===== src/rtl/flags_pkg.sv =====
// flags_pkg: status flag bit positions and flag vector type
package flags_pkg;
  localparam int FLAG_Z = 0;
  localparam int FLAG_C = 1;
  localparam int FLAG_S = 2;
  localparam int FLAG_O = 3;
  typedef logic [3:0] flags_t;
endpackage


===== src/rtl/flag_stack.sv =====
// flag_stack: small LIFO for saving/restoring status flags
module flag_stack #(
  parameter int DEPTH = 4,
  parameter int W = 4,
  localparam int AW = $clog2(DEPTH)
) (
  input  logic         clk,
  input  logic         reset_n,
  input  logic         push,
  input  logic         pop,
  input  logic [W-1:0] din,
  output logic [W-1:0] top,
  output logic [AW:0]  depth,
  output logic         full,
  output logic         empty
);
  logic [W-1:0] mem [DEPTH];
  logic [AW-1:0] top_idx;
  assign full = depth == (AW+1)'(DEPTH);
  assign empty = depth == '0;
  assign top_idx = depth[AW-1:0] - 1'b1;
  assign top = empty ? '0 : mem[top_idx];
  always_ff @(posedge clk)
    if (push && !full) mem[depth[AW-1:0]] <= din;
  always_ff @(posedge clk)
    if (!reset_n) depth <= '0;
    else if (push && !full) depth <= depth + 1'b1;
    else if (pop && !empty) depth <= depth - 1'b1;
endmodule


===== src/rtl/flag_register.sv =====
// flag_register: derives Z/C/S/O from ALU results and holds them with a save/restore stack
module flag_register
  import flags_pkg::*;
#(
  parameter int WIDTH = 16,
  parameter int STACK_DEPTH = 4,
  localparam int DW = $clog2(STACK_DEPTH) + 1
) (
  input  logic             clk,
  input  logic             reset_n,
  input  logic [WIDTH-1:0] alu_result,
  input  logic [WIDTH-1:0] alu_a,
  input  logic [WIDTH-1:0] alu_b,
  input  logic             alu_carry,
  input  logic             alu_sub,
  input  logic             flag_wr,
  input  logic [3:0]       flag_mask,
  input  logic             flag_push,
  input  logic             flag_pop,
  output flags_t           flags,
  output flags_t           flags_fwd,
  output logic [DW-1:0]    stack_depth,
  output logic             stack_err
);
  flags_t nf, wr_val, top;
  logic full, empty, do_push, do_pop, err_nxt;
  logic ra, rb, rr;
  assign ra = alu_a[WIDTH-1];
  assign rb = alu_b[WIDTH-1];
  assign rr = alu_result[WIDTH-1];
  always_comb begin
    nf = '0;
    nf[FLAG_Z] = alu_result == '0;
    nf[FLAG_C] = alu_carry;
    nf[FLAG_S] = rr;
    nf[FLAG_O] = (alu_sub ? ra != rb : ra == rb) && rr != ra;
  end
  // a colliding push+pop or an impossible push/pop leaves the stack alone
  assign do_push = flag_push && !flag_pop && !full;
  assign do_pop = flag_pop && !flag_push && !empty;
  assign wr_val = flag_wr ? (flag_mask & nf) | (~flag_mask & flags) : flags;
  assign flags_fwd = do_pop ? top : wr_val;
  assign err_nxt = stack_err || (flag_push && flag_pop) ||
                   (flag_push && !flag_pop && full) || (flag_pop && !flag_push && empty);
  flag_stack #(.DEPTH(STACK_DEPTH), .W(4)) u_stack (
    .clk(clk), .reset_n(reset_n), .push(do_push), .pop(do_pop), .din(flags),
    .top(top), .depth(stack_depth), .full(full), .empty(empty)
  );
  always_ff @(posedge clk)
    if (!reset_n) begin
      flags <= '0;
      stack_err <= 1'b0;
    end else begin
      flags <= flags_fwd;
      stack_err <= err_nxt;
    end
endmodule

===== config.mk =====
export PLATFORM = sky130hd
export DESIGN_NAME = flag_register
export DESIGN_NICKNAME = d
export VERILOG_FILES = /design/src/rtl/flags_pkg.sv /design/src/rtl/flag_stack.sv /design/src/rtl/flag_register.sv
export SDC_FILE = /design/constraint.sdc
export NUM_CORES = 1
export LEC_CHECK = 0
export BUFFER_PORTS_ARGS = -buffer_cell sky130_fd_sc_hd__buf_2
export CAP_MARGIN = 25
export CORE_ASPECT_RATIO = 1.4
export CORE_MARGIN = 2
export CORE_UTILIZATION = 45
export CTS_BUF_LIST = sky130_fd_sc_hd__clkbuf_4
export DETAILED_ROUTE_END_ITERATION = 8
export PLACE_DENSITY = 0.82
export SLEW_MARGIN = 15
export SYNTH_ARGS = -nofsm -noshare
export SYNTH_HDL_FRONTEND = slang
export SYNTH_HIERARCHICAL = 1
export SYNTH_SLANG_ARGS = --single-unit

===== constraint.sdc =====
create_clock -name clk -period 4 [get_ports clk]
set_clock_uncertainty 0.05 [all_clocks]
set_input_delay 0.2 -clock clk [delete_from_list [all_inputs] [get_ports clk]]
set_output_delay 0.2 -clock clk [all_outputs]
set_load 0.01 [all_outputs]

Yosys cells after proc, flatten, opt, wreduce, memory -nomap -nowiden
Memories as Yosys holds them, arrays and structs flattened.
Cells that the tools add are included.

cells by class
  bitwise operators = 4
  eq/ne operators = 4
  reductions and logical operators = 20
  $add $sub $neg = 3
  mux-type cells = 8

operators with widths
  kind                                              count
  logical NOT 16 bit                                1
  2-to-1 mux 4 bit                                  3
  logical AND 1 bit                                 10
  AND 4 bit                                         2
  2-to-1 mux 3 bit                                  2
  logical NOT 1 bit                                 4
  NOT 4 bit                                         1
  OR 4 bit                                          1
  adder 3 x 1 -> 3 bit, second input constant       1
  equality test 3 bit, second input constant        1
  logical NOT 3 bit                                 1
  logical OR 1 bit                                  3
  2-to-1 mux 1 bit                                  3
  subtractor 3 x 1 -> 3 bit, second input constant  1
  != test 1 bit                                     2
  nonzero test 2 bit                                1
  subtractor 2 x 1 -> 2 bit, second input constant  1
  equality test 1 bit                               1

storage, ports and cells
  memory bits (writable) = 16
  logic and storage cells = 43
  bits in registers = 8
  memories kept = 1

memories
  memory       depth  bits a word  rd ports  clocked after memory_dff  write ports  line              source
  u_stack.mem  4      4            1         0                         1            flag_stack.sv:17  logic [W-1:0] mem [DEPTH];

Longest topological paths before layout
  depth in word-level cells = 7
  mapped depth = 12
  gate-level depth less buffers = 10

Hierarchy
The synthesis kept the hierarchy.

modules (own cells, without submodules)
  module         instances  cells an instance  area an instance (um2)
  flag_stack     1          63                 930.9
  flag_register  1          43                 331.6

Least setup slack after synthesis
Ideal clock, no wire load.

  path kind = register to register
  start point = reg u_stack.depth[0]
  end point = reg u_stack.depth[2]
  library setup time = 134 ps
  cell stages (with the launch flop) = 13
  path slack = 1035 ps
  arrival = 2780 ps
  clock period less this slack = 2965 ps
  cells stage by stage = dfxtp_1 buf_2 inv_1 ha_1 and2_1 nor3b_1 buf_6 a21boi_1 xnor2_1 ha_1 or4b_4 o21ai_0 a221oi_2

on the way
  word-level cells in the longest chain between the ends = 5
  elaborated cells on any way between the ends = 13
  classes of those cells = 2 x add/sub; 1 x eq/ne; 2 x mux; 8 x reduce/logical

ends and longest elaborated chain
  item                                                    line                 source
  from (decl)                                             flag_stack.sv:13     output logic [AW:0] depth,
  from (signal assigned)                                  flag_stack.sv:27     else if (push && !full) depth <= depth + 1'b1;
  from (signal assigned)                                  flag_stack.sv:28     else if (pop && !empty) depth <= depth - 1'b1;
  equality test 3 bit (*)                                 flag_stack.sv:19     assign full = depth == (AW+1)'(DEPTH);
  via full                                                flag_register.sv:26  logic full, empty, do_push, do_pop, err_nxt;
  logical NOT 1 bit (*)                                   flag_register.sv:39  assign do_push = flag_push && !flag_pop && !full;
  logical AND 1 bit (*)                                   flag_register.sv:39
  via do_push                                             flag_register.sv:26
  logical AND 1 bit (*)                                   flag_stack.sv:27
  2-to-1 mux 3 bit or nonzero test 2 bit (tied branches)  --

Mark *: on every way through the listed nets, which the timed path passes. The rest lies on a longest branch. The select of a mux whose other input is x is not followed.
A chain may end at the register's enable or synchronous reset.

Worst setup path after layout
Ends and elaborated chain as after synthesis.

==> metrics.yaml <==
layout:
  synthToLayoutAreaGrowth_pct: 22.5
  nNetsFinal: 213
  fillers: 250
  fin_util_pct: 58.5
  n_antenna_cell: 0
  final_area_um2: 1550
  stdcell_count: 184
  drive_above_1_share_pct: 34.5
worst_setup_path:
  crit_path_top_delay_cell: "dfxtp_1"
  crit_type: "reg2reg"
  cp-start-kind: "flop"
  crit_fanout: 10
  end_kind: "flop"
  cp.required_ns: 4.16
  crit_chain: "inv_1 > ha_1 > and2_1 > nor3b_1 > buf_4 > a21boi_1 > xnor2_1 > ha_1 > or4b_4 > o21ai_0 > a221oi_2"
  arrival_ns: 3.41
  slowest_delay_ns: 0.64
  cp_common_cell: "ha_1"
outcome:
  status: "completed"
grt:
  grt_pass1_wl_um: 4460
  grt_max_degree: 15
  overflow: 0
  use_met3_pct: 2.69
  top_usage_layer: "met2"
  grt_use_met1_pct: 21.5
  grt_usage_pct: 18.1
  antenna_found_initial: 0
  first_global_vias: 962
  grt_use_met2_pct: 34.1
power:
  p_sw_share_pct: 25.1
  seqPwrFrac_pct: 50.1
  power.switching_mw: 0.146
  p_leak_nw: 0.673
  p_int_mw: 0.437
  power_mw: 0.584
  p_clk_share_pct: 29.4
  combinationalPowerShare_pct: 20.5
  p_per_area_nw_per_um2: 377
  worst_ir_drop_vdd_v: 0.000209
sta:
  clock.fmax_mhz: 307
  whs_ns: 0.124
  period_share_pct: 81.4
  fin_crit_ns: 3.26
  tns_ns: 0
  tightest_slew_ns: 0.593
  grt_setup_unrepaired: "false"
  hold_viol: 0
  slew_headroom_pct: 60.4
  setup_viol: 0
  slew_violations: 0
  finalWorstSetupSlack_ns: 0.744
floorplanning:
  rows: 22
  die_area_um2: 3250
  start_util_pct: 47.8
  coreArea_um2: 2640
  io-pin-count: 71
  die_x_um: 48.8
  die_y_um: 66.7
clocking:
  cts-root-buf: "clkbuf_4"
  post_cts_buffers: 0
  cts_tree: "yes"
  clock_sinks: 24
  cts-hold-fix-buffers: 0
  clockBufferDepth: 2
  htree_num_levels: 1
  cts_resized: 0
  worst_skew_pair.late_latency_ns: 0.31
  cts_buffers: 3
  clk_pin_slew_worst_paths_ns: 0.14
synth:
  yosysSeqAreaShare_pct: 50.7
  synth_xor_area_share_pct: 1.39
  syn_nets: 170
  synth_adder_area_share_pct: 4.96
  avgSynthCellArea_um2: 11.9
  synth-simple-area-share_pct: 20.0
  synth.cell_area_um2: 1260
  synthMuxAreaShare_pct: 12.7
  synth_cell_types: 34
  ys_warn_count: 6
  synth-compound-area-share_pct: 7.33
  synth_top_family_by_area: "simple AND/OR/NAND/NOR gates"
  netlist_instances: 106
  ys_seq_elements: 24
flow_run:
  maxCapViolations: 0
routing:
  wl_um: 2700
  drc_errors: 0
  post_drt_via_cell_ratio: 5.21
  antenna_left: 0
  wire_per_inst_um: 14.7
  drt_pre_antenna_iters: 4
  vias: 959
  drt_iter0_drc: 26
placed_design:
  hpwlAfterDp_um: 2130
  gp_congestion: 0.740
  dp_slack_ns: 0.764
  place_area_um2: 1490
  dpl.cell_count: 180
  numPortBuffers: 40
min_path:
  hp-class: "in2reg"
[area by class of cell]
| type | instances | area [um2] | share of cell area (%) |
|---|---|---|---|
| clock buffer | 3 | 22.5 | 1.46 |
| multi-input combinational | 75 | 586 | 37.9 |
| clock inverter | 1 | 30.0 | 1.94 |
| sequential | 24 | 641 | 41.4 |
| tap | 36 | 45.0 | 2.91 |
| timing repair buffer | 41 | 208 | 13.4 |
| inverter | 4 | 15.0 | 0.971 |
[cells by family (layout without fill, tap and decap cells)]
kind of cell | Yosys count | count (layout)
xor gates and xnor gates | 2 | 2
buffers and inverters | 7 | 49
adders and majority gates | 5 | 5
AOI/OAI and AO/OA | 13 | 13
and+or+nand+nor | 44 | 44
muxes | 11 | 11
DFF | 24 | 24
[critical path, delay by kind of cell, from the launching register on]
kind / cells / cell delay (ns)
and+or+nand+nor: 3 / 0.89
buffers and inverters: 2 / 0.36
DFF: 1 / 0.64
adders and majority gates: 2 / 0.55
AOI/OAI and AO/OA: 3 / 0.55
xor gates and xnor gates: 1 / 0.12
[cell usage in the layout, fill, tap and decap left out, types with 2 or more instances in the layout]
cell type / count
a21oi_1: 4
nor4_1: 3
and2_1: 8
edfxtp_1: 16
nor3b_1: 2
ha_1: 5
buf_2: 40
clkbuf_4: 3
mux2i_1: 7
nor3_1: 2
dfxtp_1: 8
nor2b_1: 7
nor2_1: 8
mux4_2: 4
inv_1: 4
nand2_1: 7
[synthesized netlist by cell type]
library cell  number  area share [%]
xnor2_1            1            0.69
o21a_1             1            0.59
o21ai_1            1            0.40
or4b_4             1             1.1
dfxtp_1            8              13
a221oi_1           1            0.69
nor2_1             8             2.4
mux4_2             4             7.1
o21ai_0            1            0.40
buf_6              1            0.89
nor3_1             2            0.79
nor2b_1            7             3.5
a221oi_2           1             1.2
edfxtp_1          16              38
or4_1              1            0.59
o31ai_1            1            0.59
a21oi_1            4             1.6
a21boi_0           1            0.59
and2_1             8             4.0
inv_1              4             1.2
and3_1             1            0.50
a2bb2oi_1          1            0.69
nor3b_1            2             1.2
or3b_1             1            0.69
nand2b_1           1            0.50
nand2_1            7             2.1
ha_1               5             5.0
a21boi_1           1            0.59
nand3_1            1            0.40
mux2i_1            7             5.6
buf_2              2            0.79
or4bb_1            1            0.89
xor2_1             1            0.69
nor4_1             3             1.5
[flip-flops by register name, summed over array words and instances, names as in the netlist]
register       flops
flags              4
stack_err          1
u_stack/depth      3
u_stack/mem       16
[power by group through the flow]
stage | Combinational, mW | Clock (mW) | Sequential [mW]
3_3_place_gp | 0.114 | 0 | 0.296
4_1_cts | 0.119 | 0.174 | 0.293
5_1_grt | 0.132 | 0.184 | 0.295
6_report | 0.120 | 0.172 | 0.292
2_1_floorplan | 0.0761 | 0 | 0.295
3_5_place_dp | 0.119 | 0 | 0.298
[path summary, 6_finish.rpt]
kind	startpoint	cells past startpoint	to	slack [ns]
setup / recovery	u_stack/depth[0]	11	u_stack/depth[2]	0.74
hold / removal	reset_n	2	stack_err	0.12
hold reg to reg	stack_err	1	stack_err	0.44
setup reg to reg	u_stack/depth[0]	11	u_stack/depth[2]	0.74
[routing by layer]
metal,vias to the layer above,part of all wire [%]
li1,472,-
met1,452,43
met2,33,52
met3,2,4.7
met4,0,0.52
met5,-,0
Power figures use the tool's default switching activity.
